**src/rtl/shift_ctrl16.sv**
```systemverilog
// shift_ctrl16: registered front-end for the 16-bit barrel shifter with auto-step marquee mode.
// Optional SHIFT_CTRL_CHAIN_EN: each auto step re-shifts the previous result instead of bumping the amount.
module shift_ctrl16 #(
  parameter int TICK_DIV = 25_000_000,
  parameter int CNT_W = 25
) (
  input  logic        clk,
  input  logic        rst,
  input  logic        load,
  input  logic        auto_en,
  input  logic [15:0] sw_data,
  input  logic [3:0]  sw_shamt,
  input  logic        sw_dir,
  input  logic        sw_rotate,
  output logic [15:0] sh_data,
  output logic [3:0]  sh_shamt,
  output logic        sh_dir,
  output logic        sh_rotate,
  input  logic [15:0] sh_result,
  output logic [15:0] result_q,
  output logic        valid,
  output logic        busy
);
  typedef enum logic [1:0] {IDLE, APPLY, AUTO} state_t;
  state_t state;
  logic [CNT_W-1:0] cnt;
  assign busy = state != IDLE;
  always_ff @(posedge clk) begin
    if (rst) begin
      state <= IDLE;
      cnt <= '0;
      sh_data <= '0;
      sh_shamt <= '0;
      sh_dir <= 1'b0;
      sh_rotate <= 1'b0;
      result_q <= '0;
      valid <= 1'b0;
    end else begin
      valid <= 1'b0;
      case (state)
        IDLE: if (load) begin
          sh_data <= sw_data;
          sh_shamt <= sw_shamt;
          sh_dir <= sw_dir;
          sh_rotate <= sw_rotate;
          state <= APPLY;
        end
        APPLY: begin
          result_q <= sh_result;
          valid <= 1'b1;
          if (auto_en) begin
            // AUTO lasts TICK_DIV-1 cycles: counts TICK_DIV-2 down to 0 inclusive
            cnt <= CNT_W'(TICK_DIV - 2);
`ifdef SHIFT_CTRL_CHAIN_EN
            sh_data <= sh_result;
`else
            sh_shamt <= sh_shamt + 4'd1;
`endif
            state <= AUTO;
          end else state <= IDLE;
        end
        AUTO: if (load) begin
          sh_data <= sw_data;
          sh_shamt <= sw_shamt;
          sh_dir <= sw_dir;
          sh_rotate <= sw_rotate;
          state <= APPLY;
        end else if (!auto_en) state <= IDLE;
        else if (cnt == '0) state <= APPLY;
        else cnt <= cnt - CNT_W'(1);
        default: state <= IDLE;
      endcase
    end
  end
endmodule

```
**config.mk**
```make
export PLATFORM = sky130hd
export DESIGN_NAME = shift_ctrl16
export DESIGN_NICKNAME = d
export VERILOG_FILES = /design/src/rtl/shift_ctrl16.sv
export SDC_FILE = /design/constraint.sdc
export NUM_CORES = 1
export LEC_CHECK = 0
export BUFFER_PORTS_ARGS = -buffer_cell sky130_fd_sc_hd__buf_2
export CAP_MARGIN = 10
export CELL_PAD_IN_SITES_DETAIL_PLACEMENT = 0
export CELL_PAD_IN_SITES_GLOBAL_PLACEMENT = 2
export CORE_MARGIN = 3
export CORE_UTILIZATION = 30
export DETAILED_ROUTE_END_ITERATION = 8
export GPL_ROUTABILITY_DRIVEN = 0
export PLACE_DENSITY = 0.81
export SLEW_MARGIN = 20
export SYNTH_ARGS = -nofsm -noshare
export SYNTH_HDL_FRONTEND = slang
export SYNTH_SLANG_ARGS = --single-unit
```
**constraint.sdc**
```tcl
create_clock -name clk -period 2.55 [get_ports clk]
set_clock_uncertainty 0.1 [all_clocks]
set_input_delay 0.6375 -clock clk [delete_from_list [all_inputs] [get_ports clk]]
set_output_delay 0.6375 -clock clk [all_outputs]
set_load 0.05 [all_outputs]
```
==> results of run 1 <==
## layout by cell type, fill, tap and decap left out, types with 7 or more instances in the layout
master	count
a21oi_1	50
a31oi_1	10
buf_2	81
buf_4	33
clkbuf_8	9
dfxtp_1	66
nand2_1	73
nand2b_1	7
nor2_1	13
nor3_1	12
o31ai_1	8
or3_1	7
## where the power goes
part | internal, W | total (W) | leakage (nW) | switching (W)
combinational | 0.000250 | 0.000672 | 0.964 | 0.000422
clock | 0.000550 | 0.000958 | 0.107 | 0.000408
sequential | 0.00110 | 0.00114 | 0.540 | 0.0000484
## metrics by stage
step	power (W)	setup WS [ps]	instance area [um^2]	hold WS, ps
after floorplan	0.00164	243	2970	355
after global placement	0.00183	44.0	3650	339
after detailed placement	0.00184	28.4	3650	348
after CTS	0.00280	245	3860	359
after global routing	0.00293	75.9	3860	373
final	0.00277	243	3860	352
## flip-flops by register name, indices dropped and copies added (netlist names)
register,cells
valid,1
state,2
sh_data,16
sh_shamt,4
cnt,25
result_q,16
sh_rotate,1
sh_dir,1
## worst paths after layout
path / slack (ps) / end / startpoint
setup / recovery: 240 / cnt[8] / cnt[1]
hold reg to reg: 350 / sh_data[1] / sh_data[1]
hold / removal: 350 / sh_data[1] / sh_data[1]
setup reg to reg: 240 / cnt[8] / cnt[1]
## kinds of logic after synthesis
logic type | Yosys count | share of synthesized area, %
and+or+nand+nor | 166 | 29.9
AOI/OAI and AO/OA | 91 | 18.2
DFF | 66 | 44.5
buffers and inverters | 26 | 4.84
xor gates and xnor gates | 3 | 0.885
adders and majority gates | 3 | 1.26
muxes | 1 | 0.379
## routing by layer
metal  vias to the layer above  wire, um  global-route usage (%)
li1                       1489         -                       -
met1                      1362      3760                    19.0
met2                        77      3670                    23.2
met3                        13       574                    4.78
met4                         0       132                    5.64
met5                         -         0                       0
## worst reg2reg max path, cell delays in order, from the launching register on
cell and delay (ps):
dfxtp_1 400, inv_1 80, ha_1 180, nor4b_1 150, and4_1 300, buf_4 240
or4_2 640, a21oi_1 150
## area by class of cell
cell class                 count  share of cell area, %
clock buffer                  11                   3.40
clock inverter                 5                   2.04
inverter                       3                  0.292
multi-input combinational    264                   39.0
sequential                    66                   34.2
tap                          129                   4.18
timing repair buffer         114                   16.9
==> out/metrics.cfg, run 1 <==
[run_status]
status = finished clean

[clock_network]
root_buffer = clkbuf_8
cts_hold_buf = 0
cts_setup_buffers = 0
cts_tree = done
cts_max_level = 3
cts_sinks = 66
cts_buffers = 9
cts_buffer_depth = 2
ctsResizeCount = 0
clk_pin_slew_worst_paths_ps = 80
clk_latency_ps = 340

[global_routing]
grtUsageTotal_pct = 14.8
grt_start_max_net_pins = 35
grt-ovfl-total = 0
antenna_found_initial = 0
grt_pass1_vias = 2799
grt_pass1_wl_um = 13500

[logic_synthesis]
synth_area_um2 = 2970
synth_edf_count = 0
yosys-top-cells-area = dfxtp_1, nand2_1, a21oi_1
ys_ff_latch = 66
ys_warn_count = 0
synthDistinctLibCells = 56
synth_top_area_share_pct = 44.5
async_reset_ff_share_pct = 0
synthFlopType = dfxtp_1
synth_seq_area_share_pct = 44.5
yosysMostFrequentCell = nand2_1
synth_area_leader_cell = dfxtp_1
syn_area_per_cell_um2 = 8.34
synthCells = 356
synthTopCellsByCount = nand2_1, dfxtp_1, a21oi_1, clkbuf_1, nor2_1
synth_nets = 401

[worst_setup_path]
arrival_ps = 2490
path_buf_inv = 2
critPathRequiredTime_ps = 2730
slowest_stage = or4_2
crit_type = reg -> reg
cp-start-kind = flop
crit_cells = 7
slowest_delay_ps = 640
worstSetupEndpointType = flop
cp_max_fo = 13
r2r_cells = 7
cp_cell_sequence = inv_1 > ha_1 > nor4b_1 > and4_1 > buf_4 > or4_2 > a21oi_1
crit_family = simple AND/OR/NAND/NOR gates

[floorplanning]
die-area_um2 = 11100
start_util_pct = 31.5
design.core.area_um2 = 9420
die_x_um = 106
die_y_um = 106
io_pins = 82
row_count = 35

[drt]
dr.pass1.iters = 4
viasPerCell = 4.97
ant_nets = 0
route.vias.total = 2941
drtIter0Drc = 163
drt-total-wl_um = 8130
wire_per_inst_um = 13.7
drc = 0

[layout]
n_antenna_cell = 0
final_util_pct = 41.0
multi_input_area_um2 = 1510
area_growth_pct = 30.0
register_area_um2 = 1320
final_cell_count_no_fill = 592
fillerInstances = 967
nNetsFinal = 503
drive_above_1_share_pct = 31.5

[sta]
tightest_slew_ps = 678
rsz0062_at_grt = no
maxSlewViolCount = 0
tns_ps = 0
hold_viol_final = 0
finalCritPeriodShare_pct = 90.5
max_freq_ghz = 0.433
setup_viol = 0
finalCriticalPeriod_ps = 2310
relSlewSlack_pct = 54.5

[placed_design]
io_buffers = 81
dp.final_hpwl_um = 5830
dp_cells = 576

[pwr]
p_per_area_nw_per_um2 = 718
ir_worst_vdd_mv = 0.274
p_leak_nw = 1.61

[hold_path]
hold_path_class = reg -> reg
whs_path_depth = 2

[job]
max_cap_viol_count = 0

(Power assumes the default switching activity.)
==> inputs of run 2 (changes only) <==
--- a/config.mk
+++ b/config.mk
@@ -13,7 +13,7 @@
 export CORE_UTILIZATION = 30
 export DETAILED_ROUTE_END_ITERATION = 8
 export GPL_ROUTABILITY_DRIVEN = 0
-export PLACE_DENSITY = 0.81
+export PLACE_DENSITY_LB_ADDON = 0.25
 export SLEW_MARGIN = 20
 export SYNTH_ARGS = -nofsm -noshare
 export SYNTH_HDL_FRONTEND = slang
==> run 2 against run 1 <==
  * Die area did not move
  * Non-clock buffer count fell by 4
  * Flip-flop and latch count did not move
  * Global-route usage fell by 0.15 points
  * Final area fell by 0.55%
  * Routed wire length rose by 0.25%
  * Register-to-register slack barely moved
  * Critical endpoint is now cnt[23]
==> out/metrics.cfg, run 2 (synthesized netlist as in run 1, its figures left out) <==
[run_status]
status = finished clean  ; unchanged

[clock_network]
cts_hold_buf = 0  ; unchanged
ctsResizeCount = 0  ; unchanged
root_buffer = clkbuf_8  ; unchanged
cts_setup_buffers = 0  ; unchanged
cts_sinks = 66  ; unchanged
cts_tree = done  ; unchanged
cts_buffers = 9  ; unchanged
clk_latency_ps = 340  ; about the same
cts_buffer_depth = 2  ; unchanged
cts_max_level = 3  ; unchanged
clk_pin_slew_worst_paths_ps = 70  ; was 80 ps

[worst_setup_path]
worstSetupEndpointType = flop  ; unchanged
arrival_ps = 2480  ; was 2490 ps
critPathRequiredTime_ps = 2720  ; was 2730 ps
crit_type = reg -> reg  ; unchanged
cp_max_fo = 10  ; was 13
cp-start-kind = flop  ; unchanged

[sta]
finalCriticalPeriod_ps = 2310  ; about the same
holdWs_ps = 352  ; about the same
rsz0062_at_grt = no  ; unchanged
finalCritPeriodShare_pct = 90.6  ; was 90.5%
maxSlewViolCount = 0  ; unchanged
relSlewSlack_pct = 56.2  ; was 54.5%
max_freq_ghz = 0.433  ; about the same
tns_ps = 0  ; unchanged
tightest_slew_ps = 653  ; was 678 ps
setup_viol = 0  ; unchanged
hold_viol_final = 0  ; unchanged

[floorplanning]
io_pins = 82  ; unchanged
row_count = 35  ; unchanged
die-area_um2 = 11100  ; unchanged
start_util_pct = 31.5  ; unchanged
design.core.area_um2 = 9420  ; unchanged
die_x_um = 106  ; unchanged
die_y_um = 106  ; unchanged

[layout]
final_util_pct = 40.8  ; was 41.0%
final_cell_count_no_fill = 588  ; was 592
final_cell_mix = buf_2, nand2_1, dfxtp_1  ; unchanged
largest_reg_flops = 25  ; unchanged
fin_area_um2 = 3840  ; was 3860 um^2
nNetsFinal = 499  ; was 503
drive_above_1_share_pct = 31.2  ; was 31.5%
area_growth_pct = 29.3  ; was 30.0%
layout_commonest_cell = buf_2  ; unchanged
reg_top3 = cnt (25), result_q (16), sh_data (16)  ; unchanged
n_antenna_cell = 0  ; unchanged
regMostFlops = cnt  ; unchanged

[drt]
drc = 0  ; unchanged
ant_nets = 0  ; unchanged
dr.pass1.iters = 4  ; unchanged
route.vias.total = 2862  ; was 2941
viasPerCell = 4.87  ; was 4.97
wire_per_inst_um = 13.9  ; was 13.7 um
drt-total-wl_um = 8150  ; was 8130 um
drtIter0Drc = 150  ; was 163

[global_routing]
grt.met2_usage_pct = 22.2  ; was 23.2%
grt_start_max_net_pins = 31  ; was 35
antenna_found_initial = 0  ; unchanged
met1_usage_pct = 19.8  ; was 19.0%
grtUsageTotal_pct = 14.7  ; was 14.8%
grt-ovfl-total = 0  ; unchanged
grt_pass1_vias = 2713  ; was 2799
grt_busiest_layer = met2  ; unchanged
grt_pass1_wl_um = 13300  ; was 13500 um
grt_use_met3_pct = 5.27  ; was 4.78%

[pwr]
ir_worst_vdd_mv = 0.338  ; was 0.274 mV
p_leak_nw = 1.59  ; was 1.61 nW
p_per_area_nw_per_um2 = 726  ; was 718 nW/um^2

[placed_design]
dp.final_hpwl_um = 5770  ; was 5830 um
dp_cells = 572  ; was 576
io_buffers = 81  ; unchanged
placed_area_um2 = 3620  ; was 3650 um^2

[hold_path]
hold_path_class = reg -> reg  ; unchanged

[job]
max_cap_viol_count = 0  ; unchanged

run 2: changes by cell type in the layout (fill, tap and decap cells not counted):
cell        previous run  this run
buf_4                 33        29
clkbuf_1               2         1
clkbuf_8               9        10
clkinv_4               1         0
clkinvlp_4             0         1
run 2: stage by stage:
step / power, W / setup slack [ps]
final: 0.00279 / 240
after global routing: 0.00294 / 45.4
after CTS: 0.00283 / 219
after detailed placement: 0.00183 / 5.10
after global placement: 0.00183 / 15.3
after floorplan: 0.00164 / 243
run 2: routing by layer:
metal  routed length (um)  vias up
met3                  437        8
met4                   58        0
met5                    0        -
li1                     -     1486
met1                 4010     1305
met2                 3650       63
run 2: worst paths after layout:
check / from / to / slack, ps / depth (start not counted)
min: sh_data[7] / sh_data[7] / 350 / 2
min reg2reg: sh_data[7] / sh_data[7] / 350 / 2
max: state[0] / cnt[23] / 240 / 5
max reg2reg: state[0] / cnt[23] / 240 / 5
run 2: area by class of cell:
| type | instances | area [um^2] |
|---|---|---|
| clock buffer | 11 | 141 |
| clock inverter | 5 | 77.6 |
| fill | 1015 | 5570 |
| inverter | 3 | 11.3 |
| multi-input combinational | 264 | 1510 |
| sequential | 66 | 1320 |
| tap | 129 | 161 |
| timing repair buffer | 110 | 623 |
run 2: power breakdown:
part           total (W)  internal, W  leakage, nW  switching, W
clock           0.000980     0.000574        0.109      0.000405
sequential       0.00115      0.00110        0.540     0.0000543
combinational   0.000658     0.000241        0.941      0.000417
total            0.00279      0.00191         1.59      0.000876
run 2: worst max-delay path: stages (launching register included):
cell and delay (ps):
dfxtp_1 400, nor2b_1 360, o21ai_1 320, or2_2 380, or4_2 530, a21oi_1 150
